--- config.mk ---
export PLATFORM = sky130hd
export DESIGN_NAME = seq_det_ctrl
export DESIGN_NICKNAME = d
export VERILOG_FILES = /design/src/rtl/seq_det_ctrl.sv
export SDC_FILE = /design/constraint.sdc
export NUM_CORES = 1
export LEC_CHECK = 0
export BUFFER_PORTS_ARGS = -buffer_cell sky130_fd_sc_hd__buf_4
export CORE_ASPECT_RATIO = 0.8
export CORE_MARGIN = 2
export CORE_UTILIZATION = 54
export DETAILED_ROUTE_END_ITERATION = 6
export PLACE_DENSITY = 0.74
export SLEW_MARGIN = 0
export SYNTH_ARGS = -nofsm -noshare
export SYNTH_HDL_FRONTEND = slang
export SYNTH_SLANG_ARGS = --single-unit
--- constraint.sdc ---
create_clock -name i_clk -period 3.4 [get_ports i_clk]
set_input_delay 0.51 -clock i_clk [delete_from_list [all_inputs] [get_ports i_clk]]
set_output_delay 0.51 -clock i_clk [all_outputs]
set_load 0.02 [all_outputs]
--- src/rtl/seq_det_ctrl.sv ---
// Programmable serial sequence detector with run control, saturating detection counter
// and a stop threshold. Match flag is Mealy (combinational on the final qualified bit).
module seq_det_ctrl #(
    parameter int MAX_LEN = 8,
    parameter int LEN_W   = 4,
    parameter int CNT_W   = 8
) (
    input  logic               i_clk,
    input  logic               i_reset,
    input  logic               i_cfg_valid,
    output logic               o_cfg_ready,
    input  logic [MAX_LEN-1:0] i_cfg_pattern,
    input  logic [LEN_W-1:0]   i_cfg_len,
    input  logic               i_cfg_overlap,
    input  logic [CNT_W-1:0]   i_cfg_threshold,
    output logic               o_cfg_err,
    input  logic               i_start,
    input  logic               i_stop,
    input  logic               i_x,
    input  logic               i_x_valid,
    output logic               o_seq_detected,
    output logic [CNT_W-1:0]   o_det_count,
    output logic               o_done,
    output logic               o_configured
);

    typedef enum logic [1:0] {
        ST_IDLE  = 2'd0,
        ST_ARMED = 2'd1,
        ST_DONE  = 2'd2
    } state_t;

    state_t             state_q,      state_d;
    logic [MAX_LEN-1:0] pattern_q,    pattern_d;
    logic [LEN_W-1:0]   len_q,        len_d;
    logic               overlap_q,    overlap_d;
    logic [CNT_W-1:0]   thresh_q,     thresh_d;
    logic               configured_q, configured_d;
    logic               cfg_err_q,    cfg_err_d;
    logic [MAX_LEN-1:0] hist_q,       hist_d;
    logic [LEN_W-1:0]   fill_q,       fill_d;
    logic [CNT_W-1:0]   count_q,      count_d;

    logic [MAX_LEN-1:0] len_mask_s;
    logic [MAX_LEN-1:0] window_s;
    logic               fill_ok_s;
    logic               match_s;
    logic [LEN_W-1:0]   fill_inc_s;
    logic [CNT_W-1:0]   count_inc_s;
    logic               cfg_fire_s;
    logic               len_legal_s;

    // Mask selecting the low len bits of the pattern and history window.
    always_comb begin
        len_mask_s = {MAX_LEN{1'b0}};
        for (int i = 0; i < MAX_LEN; i++) begin
            len_mask_s[i] = (32'(i) < 32'(len_q));
        end
    end

    assign window_s    = {hist_q[MAX_LEN-2:0], i_x};
    assign fill_ok_s   = ((LEN_W+1)'(fill_q) + (LEN_W+1)'(1)) >= (LEN_W+1)'(len_q);
    assign match_s     = (state_q == ST_ARMED) && i_x_valid && !i_stop && fill_ok_s &&
                         ((window_s & len_mask_s) == (pattern_q & len_mask_s));
    assign fill_inc_s  = (fill_q == LEN_W'(MAX_LEN)) ? fill_q : fill_q + LEN_W'(1);
    assign count_inc_s = (count_q == {CNT_W{1'b1}}) ? count_q : count_q + CNT_W'(1);
    assign cfg_fire_s  = i_cfg_valid && (state_q == ST_IDLE);
    assign len_legal_s = (i_cfg_len != LEN_W'(0)) && (i_cfg_len <= LEN_W'(MAX_LEN));

    // Next-state logic: configuration capture, run control and matching datapath.
    always_comb begin
        state_d      = state_q;
        pattern_d    = pattern_q;
        len_d        = len_q;
        overlap_d    = overlap_q;
        thresh_d     = thresh_q;
        configured_d = configured_q;
        cfg_err_d    = 1'b0;
        hist_d       = hist_q;
        fill_d       = fill_q;
        count_d      = count_q;

        if (cfg_fire_s && len_legal_s) begin
            pattern_d    = i_cfg_pattern;
            len_d        = i_cfg_len;
            overlap_d    = i_cfg_overlap;
            thresh_d     = i_cfg_threshold;
            configured_d = 1'b1;
        end else if (cfg_fire_s) begin
            cfg_err_d = 1'b1;
        end else begin
            cfg_err_d = 1'b0;
        end

        case (state_q)
            ST_IDLE: begin
                if (i_start && !i_stop && configured_q) begin
                    state_d = ST_ARMED;
                    count_d = {CNT_W{1'b0}};
                    fill_d  = {LEN_W{1'b0}};
                end else begin
                    state_d = ST_IDLE;
                end
            end
            ST_ARMED: begin
                if (i_stop) begin
                    state_d = ST_IDLE;
                end else if (i_x_valid) begin
                    hist_d = window_s;
                    if (match_s) begin
                        count_d = count_inc_s;
                        // Non-overlap restarts collection so no bits are shared between matches.
                        fill_d  = overlap_q ? fill_inc_s : {LEN_W{1'b0}};
                        if ((thresh_q != {CNT_W{1'b0}}) && (count_inc_s == thresh_q)) begin
                            state_d = ST_DONE;
                        end else begin
                            state_d = ST_ARMED;
                        end
                    end else begin
                        fill_d = fill_inc_s;
                    end
                end else begin
                    state_d = ST_ARMED;
                end
            end
            ST_DONE: begin
                if (i_stop) begin
                    state_d = ST_IDLE;
                end else if (i_start) begin
                    state_d = ST_ARMED;
                    count_d = {CNT_W{1'b0}};
                    fill_d  = {LEN_W{1'b0}};
                end else begin
                    state_d = ST_DONE;
                end
            end
            default: begin
                state_d = ST_IDLE;
            end
        endcase
    end

    // State and datapath registers; reset drops the held configuration.
    always_ff @(posedge i_clk or posedge i_reset) begin
        if (i_reset) begin
            state_q      <= ST_IDLE;
            pattern_q    <= {MAX_LEN{1'b0}};
            len_q        <= {LEN_W{1'b0}};
            overlap_q    <= 1'b0;
            thresh_q     <= {CNT_W{1'b0}};
            configured_q <= 1'b0;
            cfg_err_q    <= 1'b0;
            hist_q       <= {MAX_LEN{1'b0}};
            fill_q       <= {LEN_W{1'b0}};
            count_q      <= {CNT_W{1'b0}};
        end else begin
            state_q      <= state_d;
            pattern_q    <= pattern_d;
            len_q        <= len_d;
            overlap_q    <= overlap_d;
            thresh_q     <= thresh_d;
            configured_q <= configured_d;
            cfg_err_q    <= cfg_err_d;
            hist_q       <= hist_d;
            fill_q       <= fill_d;
            count_q      <= count_d;
        end
    end

    assign o_cfg_ready    = (state_q == ST_IDLE);
    assign o_done         = (state_q == ST_DONE);
    assign o_det_count    = count_q;
    assign o_cfg_err      = cfg_err_q;
    assign o_configured   = configured_q;
    assign o_seq_detected = match_s;

endmodule
==> results of run 1 <==
==> power by group through the flow <==
| stage | Clock (mW) | Sequential [mW] | Combinational (mW) |
|---|---|---|---|
| finish | 0.345 | 0.745 | 0.374 |
| global placement | 0 | 0.746 | 0.363 |
| floorplan | 0 | 0.719 | 0.285 |
| detailed placement | 0 | 0.752 | 0.375 |
| CTS | 0.352 | 0.742 | 0.377 |
| global route | 0.379 | 0.761 | 0.425 |
==> flip-flops by register name (all words and copies together), names as in the netlist <==
name	count
fill_q	4
thresh_q	8
state_q	2
o_configured	1
o_cfg_err	1
hist_q	7
overlap_q	1
pattern_q	8
len_q	4
o_det_count	8
==> through the flow <==
| step | util, % | cell area [um2] | total power [mW] | setup slack (ns) |
|---|---|---|---|---|
| global placement | 63.3 | 2890 | 1.11 | 0.717 |
| global route | 65.4 | 2990 | 1.57 | 0.192 |
| CTS | 65.4 | 2990 | 1.47 | 0.318 |
| finish | 65.4 | 2990 | 1.46 | 0.319 |
| detailed placement | 63.3 | 2890 | 1.13 | 0.639 |
| floorplan | - | 2550 | 1.00 | 0.864 |
==> logic make-up (layout without fill, tap and decap cells) <==
family	count (synthesis)	after routing
buffers and inverters	20	58
AO/OA/AOI/OAI	57	57
AND/OR/NAND/NOR	94	94
XOR/XNOR	16	16
flip-flops	44	44
adder cells (fa/ha/maj)	7	7
multiplexers	25	25
==> cell usage in the layout (no fill, tap or decap), types with 2 or more instances in the layout <==
cell type | synthesis | routed
sky130_fd_sc_hd__nand4_1 | 4 | 4
sky130_fd_sc_hd__o21a_1 | 2 | 2
sky130_fd_sc_hd__nand2_1 | 37 | 37
sky130_fd_sc_hd__nand2b_1 | 7 | 7
sky130_fd_sc_hd__nor4_1 | 2 | 2
sky130_fd_sc_hd__nor2b_1 | 4 | 4
sky130_fd_sc_hd__buf_4 | 0 | 42
sky130_fd_sc_hd__xnor2_1 | 7 | 7
sky130_fd_sc_hd__nor3_1 | 5 | 5
sky130_fd_sc_hd__mux2i_1 | 4 | 4
sky130_fd_sc_hd__clkbuf_8 | 0 | 6
sky130_fd_sc_hd__a311oi_1 | 2 | 2
sky130_fd_sc_hd__inv_1 | 7 | 6
sky130_fd_sc_hd__a21o_1 | 2 | 2
sky130_fd_sc_hd__xor2_1 | 9 | 9
sky130_fd_sc_hd__and3_1 | 3 | 3
sky130_fd_sc_hd__dfrtp_1 | 44 | 44
sky130_fd_sc_hd__and4_1 | 2 | 2
sky130_fd_sc_hd__o21ai_0 | 17 | 17
sky130_fd_sc_hd__a21oi_1 | 10 | 10
sky130_fd_sc_hd__a22oi_1 | 2 | 2
sky130_fd_sc_hd__a211oi_1 | 3 | 3
sky130_fd_sc_hd__nor2_1 | 13 | 13
sky130_fd_sc_hd__o211ai_1 | 2 | 2
sky130_fd_sc_hd__mux2_2 | 21 | 21
sky130_fd_sc_hd__nand3_1 | 6 | 6
sky130_fd_sc_hd__or4_1 | 2 | 2
sky130_fd_sc_hd__ha_1 | 7 | 7
sky130_fd_sc_hd__a31oi_1 | 4 | 4
==> worst register-to-register path: cells and delay by family (launching register included) <==
| kind | cells | cell delay [ns] |
|---|---|---|
| DFF | 1 | 0.52 |
| adders and majority gates | 1 | 0.43 |
| and+or+nand+nor | 3 | 0.91 |
| AOI/OAI and AO/OA | 3 | 0.62 |
==> layout make-up <==
cell class | count | area [um2] | share of cell area [%]
multi-input cells | 199 | 1370 | 45.9
flip-flops and latches | 44 | 1100 | 36.9
repair buffers | 42 | 315 | 10.6
clock buffers | 7 | 86.3 | 2.89
well taps | 60 | 75.1 | 2.51
inverters | 8 | 31.3 | 1.05
clock inverters | 1 | 7.51 | 0.251
==> final timing paths <==
kind / from / slack (ns) / end / cells past startpoint
min in group i_clk: i_cfg_len[1] / 0.40 / len_q[3] / 2
max reg2reg: o_det_count[1] / 0.80 / state_q[0] / 7
min: i_reset / 0.26 / thresh_q[0] / 2
max: fill_q[0] / 0.32 / o_seq_detected / 8
min reg2reg: o_configured / 0.50 / o_configured / 1
max in group asynchronous: i_reset / 2.43 / pattern_q[4] / 3
==> metal layers <==
metal	up-vias	part of all wire (%)
met3	6	7.4
met5	-	0
met4	0	0.85
li1	1025	-
met1	1011	50
met2	92	42
==> impl_results.html, run 1 <==
<table>
<tr><th>Metric</th><th>Value</th></tr>
<tr><th colspan="2">Placement</th></tr>
<tr><td>Dpl hpwl</td><td>4170 um</td></tr>
<tr><td>Placed insts</td><td>353</td></tr>
<tr><td>Buffers on Ports</td><td>40</td></tr>
<tr><td>Routability congestion estimate</td><td>0.971</td></tr>
<tr><th colspan="2">GRT</th></tr>
<tr><td>Met3 usage in global routing</td><td>5.22%</td></tr>
<tr><td>Wire length of the first global-routing pass</td><td>9710 um</td></tr>
<tr><td>Global-route congestion overflow total</td><td>0</td></tr>
<tr><td>Met2 Use GR</td><td>between 30% and 40%</td></tr>
<tr><td>Via count of the first global-routing pass</td><td>2,038</td></tr>
<tr><td>Antenna violations before repair</td><td>0</td></tr>
<tr><td>Largest net degree at the start of global routing</td><td>24</td></tr>
<tr><td>GRT Max-Usage Layer</td><td>met1</td></tr>
<tr><td>Met1 usage</td><td>36.6%</td></tr>
<tr><td>Gr usage total</td><td>23.8%</td></tr>
<tr><th colspan="2">Floorplan</th></tr>
<tr><td>I/O pin count</td><td>~40</td></tr>
<tr><td>Standard cell core area</td><td>4570 um2</td></tr>
<tr><td>Horizontal die dimension</td><td>80.9 um</td></tr>
<tr><td>Full die area</td><td>~5300 um2</td></tr>
<tr><td>Die outline height</td><td>65.5 um</td></tr>
<tr><td>Number of cell rows</td><td>22</td></tr>
<tr><td>Starting Density</td><td>55.9%</td></tr>
<tr><th colspan="2">Timing</th></tr>
<tr><td>Worst hold slack across all endpoints</td><td>0.259 ns</td></tr>
<tr><td>Total negative slack for setup checks</td><td>0 ns</td></tr>
<tr><td>Maximum clock skew at final layout</td><td>between 0.003 and 0.004 ns</td></tr>
<tr><td>Relative max-transition margin</td><td>30.1%</td></tr>
<tr><td>Crit path time final</td><td>around 3 ns</td></tr>
<tr><td>Highest Clock Rate</td><td>325 MHz</td></tr>
<tr><td>Hold Fails Final Rpt</td><td>0</td></tr>
<tr><td>Worst slew pin tran</td><td>1.04 ns</td></tr>
<tr><td>Unrepaired setup endpoints after global routing</td><td>no</td></tr>
<tr><td>Final Cycle Share</td><td>90.6%</td></tr>
<tr><td>Count of final max-slew check failures</td><td>0</td></tr>
<tr><td># setup viols final</td><td>0</td></tr>
<tr><th colspan="2">CTS</th></tr>
<tr><td>Num Clock Sinks</td><td>44</td></tr>
<tr><td>H-tree levels</td><td>2</td></tr>
<tr><td>Clock slew at reported path FFs</td><td>0.08 ns</td></tr>
<tr><td>Number of buffers created by CTS</td><td>5</td></tr>
<tr><td>Clock insertion delay at the later pin of the skew report</td><td>around 0.30 ns</td></tr>
<tr><td>Number of gates resized after CTS</td><td>0</td></tr>
<tr><td>Clock tree from TritonCTS</td><td>done</td></tr>
<tr><td>CTS root buffer</td><td>sky130_fd_sc_hd__clkbuf_8</td></tr>
<tr><td>Hold-fix buffers, CTS</td><td>0</td></tr>
<tr><td>Number of buffers added for setup after CTS</td><td>0</td></tr>
<tr><td>Max Root-Sink Buffers</td><td>2</td></tr>
<tr><th colspan="2">Hold path</th></tr>
<tr><td>Path category of the worst min-delay check</td><td>input pin to async pin</td></tr>
<tr><th colspan="2">Yosys</th></tr>
<tr><td>Share of synthesized flip-flops with an asynchronous set or reset</td><td>100%</td></tr>
<tr><td>Multiplexer area fraction after synthesis</td><td>10.8%</td></tr>
<tr><td>Seq/Total Area, Yosys</td><td>a little over two fifths</td></tr>
<tr><td>Dominant cell by count in the synthesized netlist</td><td>sky130_fd_sc_hd__dfrtp_1</td></tr>
<tr><td>Average instance area after synthesis</td><td>~9.7 um2</td></tr>
<tr><td>Top post-synthesis cells by area</td><td>sky130_fd_sc_hd__dfrtp_1 (43%), sky130_fd_sc_hd__mux2_2 (9.3%), sky130_fd_sc_hd__nand2_1 (5.4%), sky130_fd_sc_hd__ha_1 (3.4%), sky130_fd_sc_hd__o21ai_0 (3.3%)</td></tr>
<tr><td>Post-synth EDFFs</td><td>0</td></tr>
<tr><td>Synth top area share</td><td>around 43%</td></tr>
<tr><td>Count of unique library cells instantiated by Yosys</td><td>52</td></tr>
<tr><td>Adder-cell share of the synthesized area</td><td>3.43%</td></tr>
<tr><td>Most used DFF post-synth</td><td>sky130_fd_sc_hd__dfrtp_1</td></tr>
<tr><td>Top cell type by total area after synthesis</td><td>sky130_fd_sc_hd__dfrtp_1</td></tr>
<tr><td>Share of the synthesized area in compound gates (AO/OA/AOI/OAI)</td><td>between 10% and 20%</td></tr>
<tr><td>Post-synthesis cell count</td><td>263</td></tr>
<tr><td>Xor/xnor share of the synthesized area</td><td>5.48%</td></tr>
<tr><td>Number of warning messages in the yosys log</td><td>0</td></tr>
<tr><td>Post-synthesis instance area</td><td>2550 um2</td></tr>
<tr><td>Syn nets</td><td>298</td></tr>
<tr><td>Leading post-synthesis cells by instance count</td><td>sky130_fd_sc_hd__dfrtp_1 (44), sky130_fd_sc_hd__nand2_1 (37), sky130_fd_sc_hd__mux2_2 (21), sky130_fd_sc_hd__o21ai_0 (17), sky130_fd_sc_hd__nor2_1 (13)</td></tr>
<tr><td>FF+latch count, synth</td><td>44</td></tr>
<tr><td>Post-synthesis simple-gate area fraction</td><td>18.9%</td></tr>
<tr><td>Dominant combinational cell family by area after synthesis</td><td>simple AND/OR/NAND/NOR gates</td></tr>
<tr><th colspan="2">Critical path</th></tr>
<tr><td>Kind of cell adding the most delay to the critical path</td><td>simple AND/OR/NAND/NOR gates</td></tr>
<tr><td>Most frequent CP cell</td><td>sky130_fd_sc_hd__ha_1</td></tr>
<tr><td>Buf/Inv on CP</td><td>2</td></tr>
<tr><td>Slowest cell on the critical path</td><td>sky130_fd_sc_hd__or4_4</td></tr>
<tr><td>Required time at the endpoint of the critical path</td><td>~2.9 ns</td></tr>
<tr><td>Slowest stage delay, CP</td><td>approximately 0.57 ns</td></tr>
<tr><td>Endpoint arrival time on the critical path</td><td>2.57 ns</td></tr>
<tr><td>List of cells traversed by the critical path</td><td>ha_1 -&gt; xor2_1 -&gt; ha_1 -&gt; o21ai_0 -&gt; o21a_1 -&gt; or4_4 -&gt; clkinv_2 -&gt; buf_4</td></tr>
<tr><td>Crit end category</td><td>primary output</td></tr>
<tr><td>Kind of start point of the critical path</td><td>flop</td></tr>
<tr><td>Worst Setup Path Type</td><td>flop to primary output</td></tr>
<tr><td>Worst-path maximum fanout</td><td>10</td></tr>
<tr><th colspan="2">Power and ir drop</th></tr>
<tr><td>Static power due to leakage</td><td>1.34 nW</td></tr>
<tr><td>Flop pwr share</td><td>between 50% and 60%</td></tr>
<tr><td>Internal power</td><td>between 0.9 and 1 mW</td></tr>
<tr><td>Gate power share</td><td>25.6%</td></tr>
<tr><td>Sw Pwr</td><td>0.474 mW</td></tr>
<tr><td>VDD IR max</td><td>0.319 mV</td></tr>
<tr><td>Net switching share of the total power</td><td>32.4%</td></tr>
<tr><td>Clock network fraction of design power</td><td>23.6%</td></tr>
<tr><td>Power density over the cells</td><td>a little under 500 nW/um2</td></tr>
<tr><th colspan="2">Final layout</th></tr>
<tr><td>Diodes inserted</td><td>0</td></tr>
<tr><td>Fill cell count</td><td>407</td></tr>
<tr><td>Layout-stage area growth over the synthesis result</td><td>16.9%</td></tr>
<tr><td>Total number of nets in the final design</td><td>335</td></tr>
<tr><td>Finished Layout Cells</td><td>361</td></tr>
<tr><td>Share of post-route cells with drive strength above 1</td><td>24.9%</td></tr>
<tr><th colspan="2">Detailed routing</th></tr>
<tr><td>Antenna viol nets, final</td><td>0</td></tr>
<tr><td>Average vias per placed instance</td><td>5.91</td></tr>
<tr><td>Drt initial violations</td><td>164</td></tr>
<tr><td>Drt first pass iters</td><td>5</td></tr>
<tr><td>DR WL/cell</td><td>15.6 um</td></tr>
<tr><td>DRC violations left</td><td>0</td></tr>
<tr><td>Via Count</td><td>about 2,100</td></tr>
<tr><td>Wire length reported by the detailed router</td><td>about 5600 um</td></tr>
<tr><th colspan="2">Run</th></tr>
<tr><td>Number of max-cap violations</td><td>0</td></tr>
<tr><th colspan="2">Outcome</th></tr>
<tr><td>Outcome</td><td>finished clean</td></tr>
</table>
Note: power is estimated with default switching activity, not from simulation.
==> inputs of run 2 (changes only) <==
--- a/config.mk
+++ b/config.mk
@@ -10,7 +10,7 @@
 export CORE_MARGIN = 2
 export CORE_UTILIZATION = 54
 export DETAILED_ROUTE_END_ITERATION = 6
-export PLACE_DENSITY = 0.74
+export PLACE_DENSITY = 0.77
 export SLEW_MARGIN = 0
 export SYNTH_ARGS = -nofsm -noshare
 export SYNTH_HDL_FRONTEND = slang
==> impl_results.html, run 2 (synthesized netlist as in run 1, its figures left out) <==
<table>
<tr><th>Metric</th><th>Value</th></tr>
<tr><th colspan="2">Outcome</th></tr>
<tr><td>Outcome</td><td>finished clean</td></tr>
<tr><th colspan="2">Detailed routing</th></tr>
<tr><td>DRC violations left</td><td>0 (unchanged)</td></tr>
<tr><td>DR WL/cell</td><td>15.9 um (+1.9%)</td></tr>
<tr><td>Total length of routed met3 wires</td><td>440 um (+5.3%)</td></tr>
<tr><td>Via Count</td><td>2,133 (-0.047%)</td></tr>
<tr><td>Top layer in use</td><td>met4</td></tr>
<tr><td>WL met1</td><td>2720 um (-3.8%)</td></tr>
<tr><td>Drt first pass iters</td><td>5 (unchanged)</td></tr>
<tr><td>Wire length reported by the detailed router</td><td>5740 um (+1.9%)</td></tr>
<tr><td>Average vias per placed instance</td><td>5.91 (about the same)</td></tr>
<tr><td>Met2 wire length</td><td>2510 um (+7.2%)</td></tr>
<tr><td>Antenna viol nets, final</td><td>0 (unchanged)</td></tr>
<tr><td>Drt initial violations</td><td>200 (+22%)</td></tr>
<tr><th colspan="2">Placement</th></tr>
<tr><td>Dpl hpwl</td><td>4290 um (+2.9%)</td></tr>
<tr><td>Placed cell areas</td><td>2890 um2 (unchanged)</td></tr>
<tr><td>Worst Setup Slack post-DPL</td><td>0.607 ns (-0.0321 ns)</td></tr>
<tr><td>Routability congestion estimate</td><td>0.949 (-2.3%)</td></tr>
<tr><td>Buffers on Ports</td><td>40 (unchanged)</td></tr>
<tr><th colspan="2">Run</th></tr>
<tr><td>Number of max-cap violations</td><td>0 (unchanged)</td></tr>
<tr><th colspan="2">Power and ir drop</th></tr>
<tr><td>Post-layout power</td><td>1.55 mW (+5.9%)</td></tr>
<tr><td>VDD IR max</td><td>0.295 mV (-7.7%)</td></tr>
<tr><td>Power density over the cells</td><td>514 nW/um2 (+4.9%)</td></tr>
<tr><td>Static power due to leakage</td><td>1.36 nW (+1.3%)</td></tr>
<tr><th colspan="2">CTS</th></tr>
<tr><td>CTS root buffer</td><td>sky130_fd_sc_hd__clkbuf_8</td></tr>
<tr><td>Clock insertion delay at the later pin of the skew report</td><td>0.29 ns (about the same)</td></tr>
<tr><td>Hold-fix buffers, CTS</td><td>0 (unchanged)</td></tr>
<tr><td>Number of buffers added for setup after CTS</td><td>0 (unchanged)</td></tr>
<tr><td>Max Root-Sink Buffers</td><td>2 (unchanged)</td></tr>
<tr><td>H-tree levels</td><td>2 (unchanged)</td></tr>
<tr><td>Clock slew at reported path FFs</td><td>0.09 ns (about the same)</td></tr>
<tr><td>Num Clock Sinks</td><td>44 (unchanged)</td></tr>
<tr><td>Clock tree from TritonCTS</td><td>done</td></tr>
<tr><td>Number of buffers created by CTS</td><td>5 (unchanged)</td></tr>
<tr><td>Number of gates resized after CTS</td><td>0 (unchanged)</td></tr>
<tr><th colspan="2">Final layout</th></tr>
<tr><td>Fill cell count</td><td>380 (-6.6%)</td></tr>
<tr><td>Most frequent standard cell in the layout excluding fill and tap cells</td><td>sky130_fd_sc_hd__dfrtp_1</td></tr>
<tr><td>Post-route design area</td><td>3010 um2 (+0.92%)</td></tr>
<tr><td>Layout-stage area growth over the synthesis result</td><td>18.0%</td></tr>
<tr><td>Total number of nets in the final design</td><td>335 (unchanged)</td></tr>
<tr><td>Diodes inserted</td><td>0 (unchanged)</td></tr>
<tr><td>Share of post-route cells with drive strength above 1</td><td>25.2% (+0.33 points)</td></tr>
<tr><td>Most used cells in the layout excluding fill and tap cells</td><td>sky130_fd_sc_hd__dfrtp_1 (44), sky130_fd_sc_hd__buf_4 (42), sky130_fd_sc_hd__nand2_1 (37), sky130_fd_sc_hd__mux2_2 (21), sky130_fd_sc_hd__o21ai_0 (17)</td></tr>
<tr><th colspan="2">Critical path</th></tr>
<tr><td>Crit end category</td><td>primary output</td></tr>
<tr><td>Slowest cell on the critical path</td><td>sky130_fd_sc_hd__or4_4</td></tr>
<tr><td>Worst Setup Path Type</td><td>flop to primary output</td></tr>
<tr><td>Required time at the endpoint of the critical path</td><td>2.89 ns (about the same)</td></tr>
<tr><td>Worst-path maximum fanout</td><td>10 (unchanged)</td></tr>
<tr><td>List of cells traversed by the critical path</td><td>or4_1 -&gt; a221oi_2 -&gt; o21ai_1 -&gt; or4_4 -&gt; clkinv_2 -&gt; buf_4</td></tr>
<tr><td>Slowest stage delay, CP</td><td>0.62 ns (+0.05 ns)</td></tr>
<tr><td>Endpoint arrival time on the critical path</td><td>2.62 ns (+0.05 ns)</td></tr>
<tr><td>Kind of start point of the critical path</td><td>flop</td></tr>
<tr><th colspan="2">GRT</th></tr>
<tr><td>Via count of the first global-routing pass</td><td>2,057 (+0.93%)</td></tr>
<tr><td>Global-route congestion overflow total</td><td>0 (unchanged)</td></tr>
<tr><td>Wire length of the first global-routing pass</td><td>9980 um (+2.8%)</td></tr>
<tr><td>Largest net degree at the start of global routing</td><td>45 (+88%)</td></tr>
<tr><td>Gr usage total</td><td>24.6% (+0.82 points)</td></tr>
<tr><td>Antenna violations before repair</td><td>0 (unchanged)</td></tr>
<tr><th colspan="2">Timing</th></tr>
<tr><td>Total negative slack for setup checks</td><td>0 ns (unchanged)</td></tr>
<tr><td>Post-layout worst setup margin</td><td>0.265 ns (-0.0533 ns)</td></tr>
<tr><td># setup viols final</td><td>0 (unchanged)</td></tr>
<tr><td>Relative max-transition margin</td><td>30.1% (-0.080 points)</td></tr>
<tr><td>Maximum clock skew at final layout</td><td>0.00550 ns (+0.00165 ns)</td></tr>
<tr><td>Worst slew pin tran</td><td>1.05 ns (+0.00119 ns)</td></tr>
<tr><td>Count of final max-slew check failures</td><td>0 (unchanged)</td></tr>
<tr><td>Unrepaired setup endpoints after global routing</td><td>no</td></tr>
<tr><td>Final Cycle Share</td><td>92.2% (+1.6 points)</td></tr>
<tr><td>Highest Clock Rate</td><td>319 MHz (-1.7%)</td></tr>
<tr><td>Hold Fails Final Rpt</td><td>0 (unchanged)</td></tr>
<tr><td>Crit path time final</td><td>3.13 ns (+0.0533 ns)</td></tr>
<tr><th colspan="2">Floorplan</th></tr>
<tr><td>Starting Density</td><td>55.9% (unchanged)</td></tr>
<tr><td>Die outline height</td><td>65.5 um (unchanged)</td></tr>
<tr><td>Horizontal die dimension</td><td>80.9 um (unchanged)</td></tr>
<tr><td>I/O pin count</td><td>41 (unchanged)</td></tr>
<tr><td>Full die area</td><td>5300 um2 (unchanged)</td></tr>
<tr><td>Standard cell core area</td><td>4570 um2 (unchanged)</td></tr>
<tr><td>Number of cell rows</td><td>22 (unchanged)</td></tr>
<tr><th colspan="2">Hold path</th></tr>
<tr><td>Path category of the worst min-delay check</td><td>input pin to async pin</td></tr>
</table>
==> run 2: changes by cell type in the layout (fill, tap and decap cells not counted) <==
cell	before	now
sky130_fd_sc_hd__bufinv_16	0	1
sky130_fd_sc_hd__clkbuf_1	1	0
sky130_fd_sc_hd__clkinv_4	0	1
sky130_fd_sc_hd__clkinvlp_4	1	0
==> run 2: worst max-delay path: cells and delay by family (launching register included) <==
family	cells	cell delay [ns]
flip-flops	1	0.47
AO/OA/AOI/OAI	2	0.37
AND/OR/NAND/NOR	2	1.19
buffers and inverters	2	0.29
==> run 2: final timing paths <==
check	startpoint	end	slack, ns	depth (start not counted)
worst min register to register	o_configured	o_configured	0.49	1
worst min-delay path	i_reset	thresh_q[3]	0.34	3
worst max register to register	len_q[3]	o_det_count[0]	0.75	6
worst max-delay path	len_q[3]	o_seq_detected	0.27	6
min in group i_clk	i_cfg_len[1]	len_q[3]	0.42	2
max in group asynchronous	i_reset	o_det_count[4]	2.69	3
==> run 2: report_power, final <==
| part | switching [mW] | total (mW) | internal [mW] |
|---|---|---|---|
| clock | 0.183 | 0.424 | 0.240 |
| sequential | 0.117 | 0.744 | 0.626 |
| combinational | 0.183 | 0.383 | 0.200 |
| total | 0.484 | 1.55 | 1.07 |
==> run 2: final cells by class <==
type	count	area (um2)	share of cell area, %
clock buffers	6	82.6	2.74
clock inverters	2	38.8	1.29
inverters	8	31.3	1.04
multi-input cells	199	1370	45.5
flip-flops and latches	44	1100	36.5
well taps	60	75.1	2.49
repair buffers	42	315	10.5
==> run 2: metrics by stage <==
| stage | hold WS [ns] | utilization (%) | instances |
|---|---|---|---|
| finish | 0.337 | 66.0 | 361 |
| global route | 0.402 | 66.0 | 361 |
| CTS | 0.364 | 66.0 | 361 |
| detailed placement | 0.476 | 63.3 | 353 |
| global placement | 0.477 | 63.3 | 353 |
| floorplan | 0.466 | - | 263 |
==> run 2: routing by layer <==
layer / up-vias / global-route usage (%)
li1: 1031 / -
met1: 1005 / 37.0
met2: 91 / 35.6
met3: 6 / 5.08
met4: 0 / 7.20
met5: - / 0
